$ cat src/rtl/ts_sched_pkg.sv
// Shared types and helpers for the timestamp event scheduler.
// Timestamps compare modulo 2^TS_WIDTH; a target counts as reached for half the range.
package ts_sched_pkg;

    localparam int TS_WIDTH_DEF = 16;

    function automatic int slot_w(input int n);
        return (n <= 2) ? 1 : $clog2(n);
    endfunction

    // True when ts is at or up to 2^(w-1)-1 past tgt, i.e. MSB of (ts - tgt) mod 2^w is clear.
    function automatic logic ts_reached(input logic [31:0] ts, input logic [31:0] tgt,
                                        input int w);
        logic [31:0] diff;
        diff = ts - tgt;
        return (diff & (32'd1 << (w - 1))) == 32'd0;
    endfunction

endpackage

$ cat src/rtl/ts_event_scheduler_if.sv
// Timestamp, configuration and event-stream bundle for ts_event_scheduler.
interface ts_event_scheduler_if
    import ts_sched_pkg::*;
#(
    parameter int NUM_SLOTS = 4,
    parameter int TS_WIDTH  = TS_WIDTH_DEF
);
    localparam int SW = slot_w(NUM_SLOTS);

    logic [TS_WIDTH-1:0]  timestamp;
    logic                 cfg_valid;
    logic [SW-1:0]        cfg_slot;
    logic                 cfg_enable;
    logic [TS_WIDTH-1:0]  cfg_time;
    logic [TS_WIDTH-1:0]  cfg_period;
    logic                 ev_valid;
    logic                 ev_ready;
    logic [SW-1:0]        ev_slot;
    logic [TS_WIDTH-1:0]  ev_time;
    logic [NUM_SLOTS-1:0] armed;
    logic [NUM_SLOTS-1:0] overrun;

    modport master (
        output timestamp, cfg_valid, cfg_slot, cfg_enable, cfg_time, cfg_period, ev_ready,
        input  ev_valid, ev_slot, ev_time, armed, overrun
    );

    modport slave (
        input  timestamp, cfg_valid, cfg_slot, cfg_enable, cfg_time, cfg_period, ev_ready,
        output ev_valid, ev_slot, ev_time, armed, overrun
    );

endinterface

$ cat src/rtl/rr_arbiter.sv
// Combinational round-robin picker: lowest requesting index at or after ptr_i, wrapping.
module rr_arbiter
    import ts_sched_pkg::*;
#(
    parameter  int N = 4,
    localparam int W = slot_w(N)
) (
    input  logic [N-1:0] req_i,
    input  logic [W-1:0] ptr_i,
    output logic [N-1:0] gnt_oh_o,
    output logic [W-1:0] gnt_idx_o,
    output logic         gnt_vld_o
);

    always_comb begin
        logic [W:0]   s;
        logic [W-1:0] idx;
        gnt_oh_o  = '0;
        gnt_idx_o = '0;
        gnt_vld_o = 1'b0;
        s         = '0;
        idx       = '0;
        for (int k = 0; k < N; k++) begin
            s = {1'b0, ptr_i} + (W+1)'(k);
            if (s >= (W+1)'(N)) s = s - (W+1)'(N);
            idx = s[W-1:0];
            if (!gnt_vld_o && req_i[idx]) begin
                gnt_vld_o      = 1'b1;
                gnt_oh_o[idx]  = 1'b1;
                gnt_idx_o      = idx;
            end
        end
    end

endmodule

$ cat src/rtl/ts_event_scheduler.sv
// NUM_SLOTS timestamp-triggered slots (one-shot or periodic) feeding one valid/ready event
// stream through a round-robin arbiter; each slot buffers one pending firing plus the presented one.
module ts_event_scheduler
    import ts_sched_pkg::*;
#(
    parameter int NUM_SLOTS = 4,
    parameter int TS_WIDTH  = TS_WIDTH_DEF
) (
    input logic clk,
    input logic rst,
    ts_event_scheduler_if.slave bus
);
    localparam int SW = slot_w(NUM_SLOTS);

    logic [NUM_SLOTS-1:0]               armed_v, pend_v, ovr_v, gnt_oh;
    logic [NUM_SLOTS-1:0][TS_WIDTH-1:0] ptime_v;
    logic [SW-1:0]                      gnt_idx, rr_q, rr_d;
    logic                               gnt_vld, load;
    logic                               ev_valid_q, ev_valid_d;
    logic [SW-1:0]                      ev_slot_q, ev_slot_d;
    logic [TS_WIDTH-1:0]                ev_time_q, ev_time_d;

    assign load = !ev_valid_q || bus.ev_ready;

    rr_arbiter #(.N(NUM_SLOTS)) u_arb (
        .req_i     (pend_v),
        .ptr_i     (rr_q),
        .gnt_oh_o  (gnt_oh),
        .gnt_idx_o (gnt_idx),
        .gnt_vld_o (gnt_vld)
    );

    for (genvar i = 0; i < NUM_SLOTS; i++) begin : g_slot
        logic                armed_q, armed_d, pend_q, pend_d, ovr_q, ovr_d;
        logic [TS_WIDTH-1:0] tgt_q, tgt_d, per_q, per_d, ptime_q, ptime_d;
        logic                cfg_hit, reached, due;

        assign cfg_hit = bus.cfg_valid && (bus.cfg_slot == SW'(i));
        assign reached = ts_reached(32'(bus.timestamp), 32'(tgt_q), TS_WIDTH);
        assign due     = armed_q && !pend_q && reached;

        // A config write to this slot overrides any due/grant activity in the same cycle.
        always_comb begin
            armed_d = armed_q;
            pend_d  = pend_q;
            ovr_d   = ovr_q;
            tgt_d   = tgt_q;
            per_d   = per_q;
            ptime_d = ptime_q;
            if (cfg_hit) begin
                armed_d = bus.cfg_enable;
                pend_d  = 1'b0;
                if (bus.cfg_enable) begin
                    tgt_d = bus.cfg_time;
                    per_d = bus.cfg_period;
                    ovr_d = 1'b0;
                end
            end else begin
                if (due) begin
                    pend_d  = 1'b1;
                    ptime_d = tgt_q;
                    if (per_q != '0) tgt_d = tgt_q + per_q;
                    else             armed_d = 1'b0;
                end else if (load && gnt_oh[i]) begin
                    pend_d = 1'b0;
                end
                if (armed_q && pend_q && reached) ovr_d = 1'b1;
            end
        end

        always_ff @(posedge clk) begin
            if (rst) begin
                armed_q <= 1'b0;
                pend_q  <= 1'b0;
                ovr_q   <= 1'b0;
                tgt_q   <= '0;
                per_q   <= '0;
                ptime_q <= '0;
            end else begin
                armed_q <= armed_d;
                pend_q  <= pend_d;
                ovr_q   <= ovr_d;
                tgt_q   <= tgt_d;
                per_q   <= per_d;
                ptime_q <= ptime_d;
            end
        end

        assign armed_v[i] = armed_q;
        assign pend_v[i]  = pend_q;
        assign ovr_v[i]   = ovr_q;
        assign ptime_v[i] = ptime_q;
    end

    always_comb begin
        ev_valid_d = ev_valid_q;
        ev_slot_d  = ev_slot_q;
        ev_time_d  = ev_time_q;
        rr_d       = rr_q;
        if (load) begin
            ev_valid_d = gnt_vld;
            if (gnt_vld) begin
                ev_slot_d = gnt_idx;
                ev_time_d = ptime_v[gnt_idx];
                rr_d      = (gnt_idx == SW'(NUM_SLOTS - 1)) ? '0 : gnt_idx + SW'(1);
            end
        end
    end

    always_ff @(posedge clk) begin
        if (rst) begin
            ev_valid_q <= 1'b0;
            ev_slot_q  <= '0;
            ev_time_q  <= '0;
            rr_q       <= '0;
        end else begin
            ev_valid_q <= ev_valid_d;
            ev_slot_q  <= ev_slot_d;
            ev_time_q  <= ev_time_d;
            rr_q       <= rr_d;
        end
    end

    assign bus.ev_valid = ev_valid_q;
    assign bus.ev_slot  = ev_slot_q;
    assign bus.ev_time  = ev_time_q;
    assign bus.armed    = armed_v;
    assign bus.overrun  = ovr_v;

endmodule

$ cat src/flat_wrapper.sv
// flat-port wrapper written by rule: the top's interface ports become plain ports
module ts_event_scheduler_flat import ts_sched_pkg::*;
#(
    parameter int NUM_SLOTS = 4,
    parameter int TS_WIDTH  = TS_WIDTH_DEF
)
  (clk, rst, bus_timestamp, bus_cfg_valid, bus_cfg_slot, bus_cfg_enable, bus_cfg_time, bus_cfg_period, bus_ev_ready, bus_ev_valid, bus_ev_slot, bus_ev_time, bus_armed, bus_overrun);
  ts_event_scheduler_if #(.NUM_SLOTS(NUM_SLOTS), .TS_WIDTH(TS_WIDTH)) bus_i ();
  input logic clk;
  input logic rst;
  input wire logic [$bits(bus_i.timestamp)-1:0] bus_timestamp;
  input wire logic [$bits(bus_i.cfg_valid)-1:0] bus_cfg_valid;
  input wire logic [$bits(bus_i.cfg_slot)-1:0] bus_cfg_slot;
  input wire logic [$bits(bus_i.cfg_enable)-1:0] bus_cfg_enable;
  input wire logic [$bits(bus_i.cfg_time)-1:0] bus_cfg_time;
  input wire logic [$bits(bus_i.cfg_period)-1:0] bus_cfg_period;
  input wire logic [$bits(bus_i.ev_ready)-1:0] bus_ev_ready;
  output wire logic [$bits(bus_i.ev_valid)-1:0] bus_ev_valid;
  output wire logic [$bits(bus_i.ev_slot)-1:0] bus_ev_slot;
  output wire logic [$bits(bus_i.ev_time)-1:0] bus_ev_time;
  output wire logic [$bits(bus_i.armed)-1:0] bus_armed;
  output wire logic [$bits(bus_i.overrun)-1:0] bus_overrun;
  assign bus_i.timestamp = bus_timestamp;
  assign bus_i.cfg_valid = bus_cfg_valid;
  assign bus_i.cfg_slot = bus_cfg_slot;
  assign bus_i.cfg_enable = bus_cfg_enable;
  assign bus_i.cfg_time = bus_cfg_time;
  assign bus_i.cfg_period = bus_cfg_period;
  assign bus_i.ev_ready = bus_ev_ready;
  assign bus_ev_valid = bus_i.ev_valid;
  assign bus_ev_slot = bus_i.ev_slot;
  assign bus_ev_time = bus_i.ev_time;
  assign bus_armed = bus_i.armed;
  assign bus_overrun = bus_i.overrun;
  ts_event_scheduler #(.NUM_SLOTS(NUM_SLOTS), .TS_WIDTH(TS_WIDTH)) u_core (.clk(clk), .rst(rst), .bus(bus_i));
endmodule
$ cat config.mk
export PLATFORM = sky130hd
export DESIGN_NAME = ts_event_scheduler_flat
export DESIGN_NICKNAME = d
export VERILOG_FILES = /design/src/rtl/ts_sched_pkg.sv /design/src/rtl/ts_event_scheduler_if.sv /design/src/rtl/rr_arbiter.sv /design/src/rtl/ts_event_scheduler.sv /design/src/flat_wrapper.sv
export SDC_FILE = /design/constraint.sdc
export NUM_CORES = 1
export LEC_CHECK = 0
export ABC_CLOCK_PERIOD_IN_PS = 2710
export CORE_MARGIN = 1.5
export CORE_UTILIZATION = 55
export CTS_CLUSTER_SIZE = 10
export DETAILED_ROUTE_END_ITERATION = 6
export GPL_ROUTABILITY_DRIVEN = 0
export PLACE_DENSITY_LB_ADDON = 0.15
export SYNTH_ARGS = -nofsm -noshare
export SYNTH_HDL_FRONTEND = slang
export SYNTH_SLANG_ARGS = --single-unit
$ cat constraint.sdc
create_clock -name clk -period 2.71 [get_ports clk]
set_input_delay 0.542 -clock clk [delete_from_list [all_inputs] [get_ports clk]]
set_output_delay 0.542 -clock clk [all_outputs]
set_load 0.03 [all_outputs]
== After elaboration in Yosys (flattened, before gate mapping) ==
Cells that the tools add are included.

* Output and inout bits: 27
* Register bits: 225

* Bitwise gates (word level): 7
* Order comparisons: 13
* Add/sub/neg operators: 16
* Eq/ne operators: 12
* Reductions and logical operators: 90
* Muxes and demuxes: 77

{| class="wikitable"
|+ Operators by type and width
! operator !! number
|-
| 2-to-1 mux 16 bit || 14
|-
| logical NOT 32 bit || 4
|-
| adder 16 bit || 4
|-
| nonzero test 16 bit || 4
|-
| subtractor 16 bit || 4
|-
| 2-to-1 mux 1 bit || 41
|-
| AND reduction 2 bit || 17
|-
| binary-select mux 16 bit (select 2 bit) || 1
|-
| nonzero test 2 bit || 16
|-
| logical AND 1 bit || 31
|-
| 2-to-1 mux 2 bit || 9
|-
| 2-to-1 mux 4 bit || 4
|-
| less-than comparator 2 x 3 -> 1 bit, second input constant || 5
|-
| OR 4 bit || 3
|-
| AND reduction 3 bit || 4
|-
| greater-or-equal comparator 3 bit, second input constant || 3
|-
| binary-select mux 1 bit (select 2 bit) || 4
|-
| demux 1 bit (select 2 bit) || 4
|-
| greater-or-equal comparator 2 x 1 -> 1 bit, second input constant || 4
|-
| logical NOT 1 bit || 8
|-
| inequality test 2 x 1 -> 1 bit, second input constant || 4
|-
| inequality test 2 bit, second input constant || 4
|-
| OR reduction 2 bit || 4
|-
| subtractor 2 x 1 -> 2 bit, second input constant || 4
|-
| other kinds (9) || 15
|}

== Logic depth before layout (Yosys ltp) ==
* Depth after elaboration: 17
* Mapped depth: 14
* Gate-level depth less buffers: 11

== By module ==
A second synthesis with hierarchy kept.

* Cells, all modules: 1,679
* Area total of the unflattened synthesis: 13,905.8 µm²

{| class="wikitable"
|+ By module, submodules not included
! module !! area each (µm²) !! cells an instance !! times used !! sequential area each (µm²)
|-
| ts_event_scheduler || 13,484.2 || 1,634 || 1 || 4,504.3
|-
| rr_arbiter || 421.7 || 45 || 1 || 0.0
|}

== Worst setup path after synthesis ==
Ideal clock, no wire load.

* Kind: register -> register
* From: register u_core.rr_q[0]
* To: register u_core.rr_q[1]
* Path buffers: 3
* Period minus slack after synthesis: 2.961 ns
* Path slack: -0.251 ns
* Setup time: 0.128 ns
* Data arrival time: 2.833 ns
* Stages on the path, launching flop included: 13
* Cell sequence: dfxtp_1 > buf_2 > inv_1 > ha_1 > mux4_2 > nor2b_1 > o31ai_1 > buf_4 > buf_6 > inv_1 > ha_1 > mux2i_1 > nor2_1

* Word-level cells in the longest chain between the ends: 16
* Elaborated cells between the ends (all ways): 41

{| class="wikitable"
|+ RTL lines
! element !! line !! text
|-
| start: declaration || ts_event_scheduler.sv:17 || <nowiki>logic [SW-1:0] gnt_idx, rr_q, rr_d;</nowiki>
|-
| start signal: assignment || ts_event_scheduler.sv:120 || <nowiki>rr_q <= rr_d;</nowiki>
|-
| parallel branches: the longest is 13 deep, another holds adder 2 x 1 -> 3 bit || - ||
|-
| 2-to-1 mux 2 bit * || rr_arbiter.sv:27 || <nowiki>if (!gnt_vld_o && req_i[idx]) begin</nowiki>
|-
| net u_core.gnt_idx[0] || ts_event_scheduler.sv:17 ||
|-
| adder 2 x 1 -> 2 bit or == test 2 bit (tied branches) || ts_event_scheduler.sv:105 || <nowiki>rr_d = (gnt_idx == SW'(NUM_SLOTS - 1)) ? '0 : gnt_idx + SW'(1);</nowiki>
|-
| 2-to-1 mux 2 bit * || ts_event_scheduler.sv:105 ||
|}

Mark *: on every way through the listed nets, which the timed path passes. The select of a mux whose other input is x is not followed.
A chain may end at the register's enable or synchronous reset.

== Worst setup path in the final report ==
* From: input port bus_timestamp[1]
* To: register u_core.g_slot[3].tgt_q[3]

* Word-level cells in the longest chain between the ends: 5

{| class="wikitable"
|+ RTL lines
! element !! line !! text
|-
| start: declaration || flat_wrapper.sv:11 || <nowiki>input wire logic [$bits(bus_i.timestamp)-1:0] bus_timestamp;</nowiki>
|-
| subtractor 16 bit || ts_sched_pkg.sv:15 || <nowiki>diff = ts - tgt;</nowiki>
|-
| logical NOT 32 bit || ts_sched_pkg.sv:16 || <nowiki>return (diff & (32'd1 << (w - 1))) == 32'd0;</nowiki>
|-
| logical AND 1 bit || ts_event_scheduler.sv:40 || <nowiki>assign due = armed_q && !pend_q && reached;</nowiki>
|-
| nonzero test 2 bit (no line) || - ||
|-
| AND reduction 3 bit (no line) || - ||
|-
| end signal: assignment || ts_event_scheduler.sv:83 || <nowiki>tgt_q <= tgt_d;</nowiki>
|-
| end: declaration || ts_event_scheduler.sv:35 || <nowiki>logic [TS_WIDTH-1:0] tgt_q, tgt_d, per_q, per_d, ptime_q, ptime_d;</nowiki>
|}

No other way between the ends.

==> out/metrics.csv <==
metric;value;unit
most frequent CP cell;a211oi_1;
status;complete, but fails checks;
Synth area leader;dfxtp_1;
max incr delay on CP;0.46;ns
Area growth, synth to finish;21.3;%
Syn Inst Count;1689;
Clock transition at path regs;0.06;ns
Yosys top cell area share;0.326;
RSZ-0062 raised after global routing;yes;
drt wl/cell;21.6;um
Die W;161;um
CTS tree;done;
MaxCap Viol Count;0;
Synth cell types;76;
via count;13439;
die height;161;um
# rows;57;
crit path kind;input pin to register;
Post-synth top cells;nand2_1, dfxtp_1, a21oi_1, nor2_1, ha_1;
gr usage total;0.349;
post-route setup slack;-0.0157;ns
worst hold path depth;2;
Max IR drop VDD;0.421;mV
Max Buffers Root-to-Sink;3;
crit path DAT;3.12;ns
layout cells sized above 1;0.123;
DPL Wire Length;35200;um
GRT met3 Usage;0.0560;
initial core utilization;0.564;
Worst Tran Pin Value;0.739;ns
core area;24500;um^2
most frequent cell after synthesis;nand2_1;
later-pin clock latency in the skew report;0.53;ns
top area cells in the synthesized netlist;dfxtp_1, ha_1, mux2i_1;
RR Endpoint;u_core.g_slot[3].tgt_q[14]$_SDFFE_PP0P_;
min Tclk post-route;2.73;ns
r2r setup slk;0.04;ns
# DRC;0;
PwrDens;481;nW/um^2
synthesized area;13800;um^2
drt initial violations;1533;
Comb pwr share;0.177;
HP Start;rst;
Root Driver;clkbuf_16;
Seq pwr share;0.432;
vias in the first global route;12178;
Sum Neg Setup Slack;-0.0157;ns
IO Pins;82;
Internal;5.78;mW
Routed WL;46800;um
Synth async-reset ratio;0;
Max FO, Critical Path;20;
worst path required time;3.10;ns
initial antenna violation count;0;
grt peak-use layer;met2;
vias per inst;6.19;
met1 GRT Util;0.495;
clock power share;0.391;
CTS Sinks;225;
reg-to-reg startpoint;u_core.g_slot[3].per_q[0]$_SDFFE_PP0P_;
Crit. End Element;register;
CTS HTree Levels;1;
Hold Path Class;input pin to register;
number of setup violations in the final report;1;
sw frac;0.282;
Hold Path End;u_core.rr_q[1]$_SDFFE_PP0P_;
DRT antenna net count;0;
Port Buffers;81;
leakage;6.95;nW
NetSw;2.28;mW
fin crit share;1.01;
sequential area share after synthesis;0.326;
met2 Use GR;0.515;
CTS Buf Count;27;
slowest stage cell, crit path;clkdlybuf4s50_1;
CP delay by family, top;compound AO/OA/AOI/OAI gates;
Setup Slack @ Placement;-0.636;ns
clock skew;0.00941;ns
global route overflow;0;
highest clock rate;367;MHz
failing checks;setup timing;
dominant register cell in the synthesized netlist;dfxtp_1;
Post-synth EDFFs;0;
first-pass iteration count of the detailed router;7;
r2r worst-path depth;12;
final hold viol count;0;
syn_nets;1873;
critical-path cell list;clkdlybuf4s50_1 > buf_4 > ha_1 > nand2_1 > o21ai_0 > a21oi_2 > o21ai_2 > mux2i_2 > nor2_2 > buf_6 > a211oi_1 > a211oi_1;
Fillers;2008;
YS warnings;0;
Synth Register Bits;225;
Post-Syn Area per Cell;8.17;um^2
Slew headroom;0.506;
largest net degree at the start of global routing;107;
crit path launch type;input pin;
crit path buf inv count;3;
first-pass GRT wire length;69900;um
nets@finish;2025;
Hold-fix buffers, CTS;0;
die area;26100;um^2
fin. max-slew vios;0;
[state kept, by name (all words and copies together) (netlist names)]
name / count
u_core.g_slot.per_q: 64
u_core.g_slot.ptime_q: 64
u_core.g_slot.tgt_q: 64
u_core.bus.ev_time: 16
u_core.g_slot.armed_q: 4
u_core.g_slot.ovr_q: 4
u_core.g_slot.pend_q: 4
u_core.bus.ev_slot: 2
u_core.rr_q: 2
u_core.bus.ev_valid: 1
[cells by family after synthesis]
kind of cell / after synthesis / synth area share
and+or+nand+nor: 546 / 0.175
xor gates and xnor gates: 41 / 0.0260
AOI/OAI and AO/OA: 465 / 0.217
muxes: 112 / 0.0823
buffers and inverters: 171 / 0.0532
adders and majority gates: 129 / 0.119
DFF: 225 / 0.326
[power groups by stage]
stage	combinational (mW)	clock [mW]	sequential (mW)
2_1_floorplan	0.795	0	3.51
3_3_place_gp	1.31	0	3.54
3_5_place_dp	1.33	0	3.54
4_1_cts	1.34	3.15	3.47
5_1_grt	1.54	3.29	3.48
6_report	1.43	3.15	3.48
[area by class of cell]
type	instances	area, um^2	share of cell area
Multi-Input combinational cell	1293	8780	0.524
Tap cell	324	405	0.0242
Clock buffer	33	708	0.0423
Clock inverter	2	12.5	0.000747
Inverter	78	293	0.0175
Timing Repair Buffer	216	2030	0.121
Antenna cell	1	2.50	0.000149
Sequential cell	225	4510	0.269
[worst max-delay path by stage]
stage / startpoint / endpoint / slack [ns] / depth (start not counted)
2_1_floorplan: u_core.rr_q[0]$_SDFFE_PP0P_ / u_core.rr_q[1]$_SDFFE_PP0P_ / 0.002 / 12
3_3_place_gp: bus_timestamp[6] / u_core.g_slot[2].ptime_q[4]$_SDFFE_PP0P_ / -0.61 / 13
3_5_place_dp: bus_timestamp[6] / u_core.g_slot[2].ptime_q[4]$_SDFFE_PP0P_ / -0.64 / 13
4_1_cts: bus_timestamp[2] / u_core.g_slot[3].tgt_q[6]$_SDFFE_PP0P_ / 0.007 / 12
5_1_grt: bus_timestamp[1] / u_core.g_slot[3].tgt_q[3]$_SDFFE_PP0P_ / -0.07 / 12
6_report: bus_timestamp[1] / u_core.g_slot[3].tgt_q[3]$_SDFFE_PP0P_ / -0.02 / 12
[what timing repair did]
action / CTS / global route
buffers inserted: 0 / 6
setup endpoints to repair: 54 / 99
gates cloned: 0 / 3
hold endpoints to repair: 0 / 0
gates resized for setup: 6 / 53
pin swaps: 1 / 16
[per-layer routing]
| layer | share of wire | up-vias |
|---|---|---|
| met5 | 0 | - |
| met1 | 0.43 | 6353 |
| met2 | 0.42 | 609 |
| met3 | 0.10 | 119 |
| li1 | - | 6358 |
| met4 | 0.054 | 0 |
[metrics by stage]
stage / power (mW) / std cells / util / cell area (um^2) / hold WS [ns]
2_1_floorplan: 4.30 / 1689 / - / 13800 / 0.432
3_3_place_gp: 4.85 / 2127 / 0.641 / 15700 / 0.444
3_5_place_dp: 4.87 / 2127 / 0.641 / 15700 / 0.453
4_1_cts: 7.97 / 2162 / 0.671 / 16400 / 0.407
5_1_grt: 8.31 / 2171 / 0.684 / 16700 / 0.433
6_report: 8.06 / 2172 / 0.684 / 16700 / 0.412
[layout by cell type, fill, tap and decap left out, types with 11 or more instances in the layout]
master and instances:
a211oi_1 82, a21o_1 15, a21oi_1 165, a221oi_1 15, buf_12 11, buf_4 117, clkbuf_16 30, clkdlybuf4s50_1 75
dfxtp_1 222, ha_1 123, inv_1 76, mux2i_1 107, nand2_1 248, nand3_1 11, nor2_1 159, nor2b_1 19
nor3_1 13, nor4_1 19, o21a_1 13, o21ai_0 53, o221ai_1 17, xnor2_1 24, xor2_1 15
Note: power is estimated with default switching activity, not from simulation.
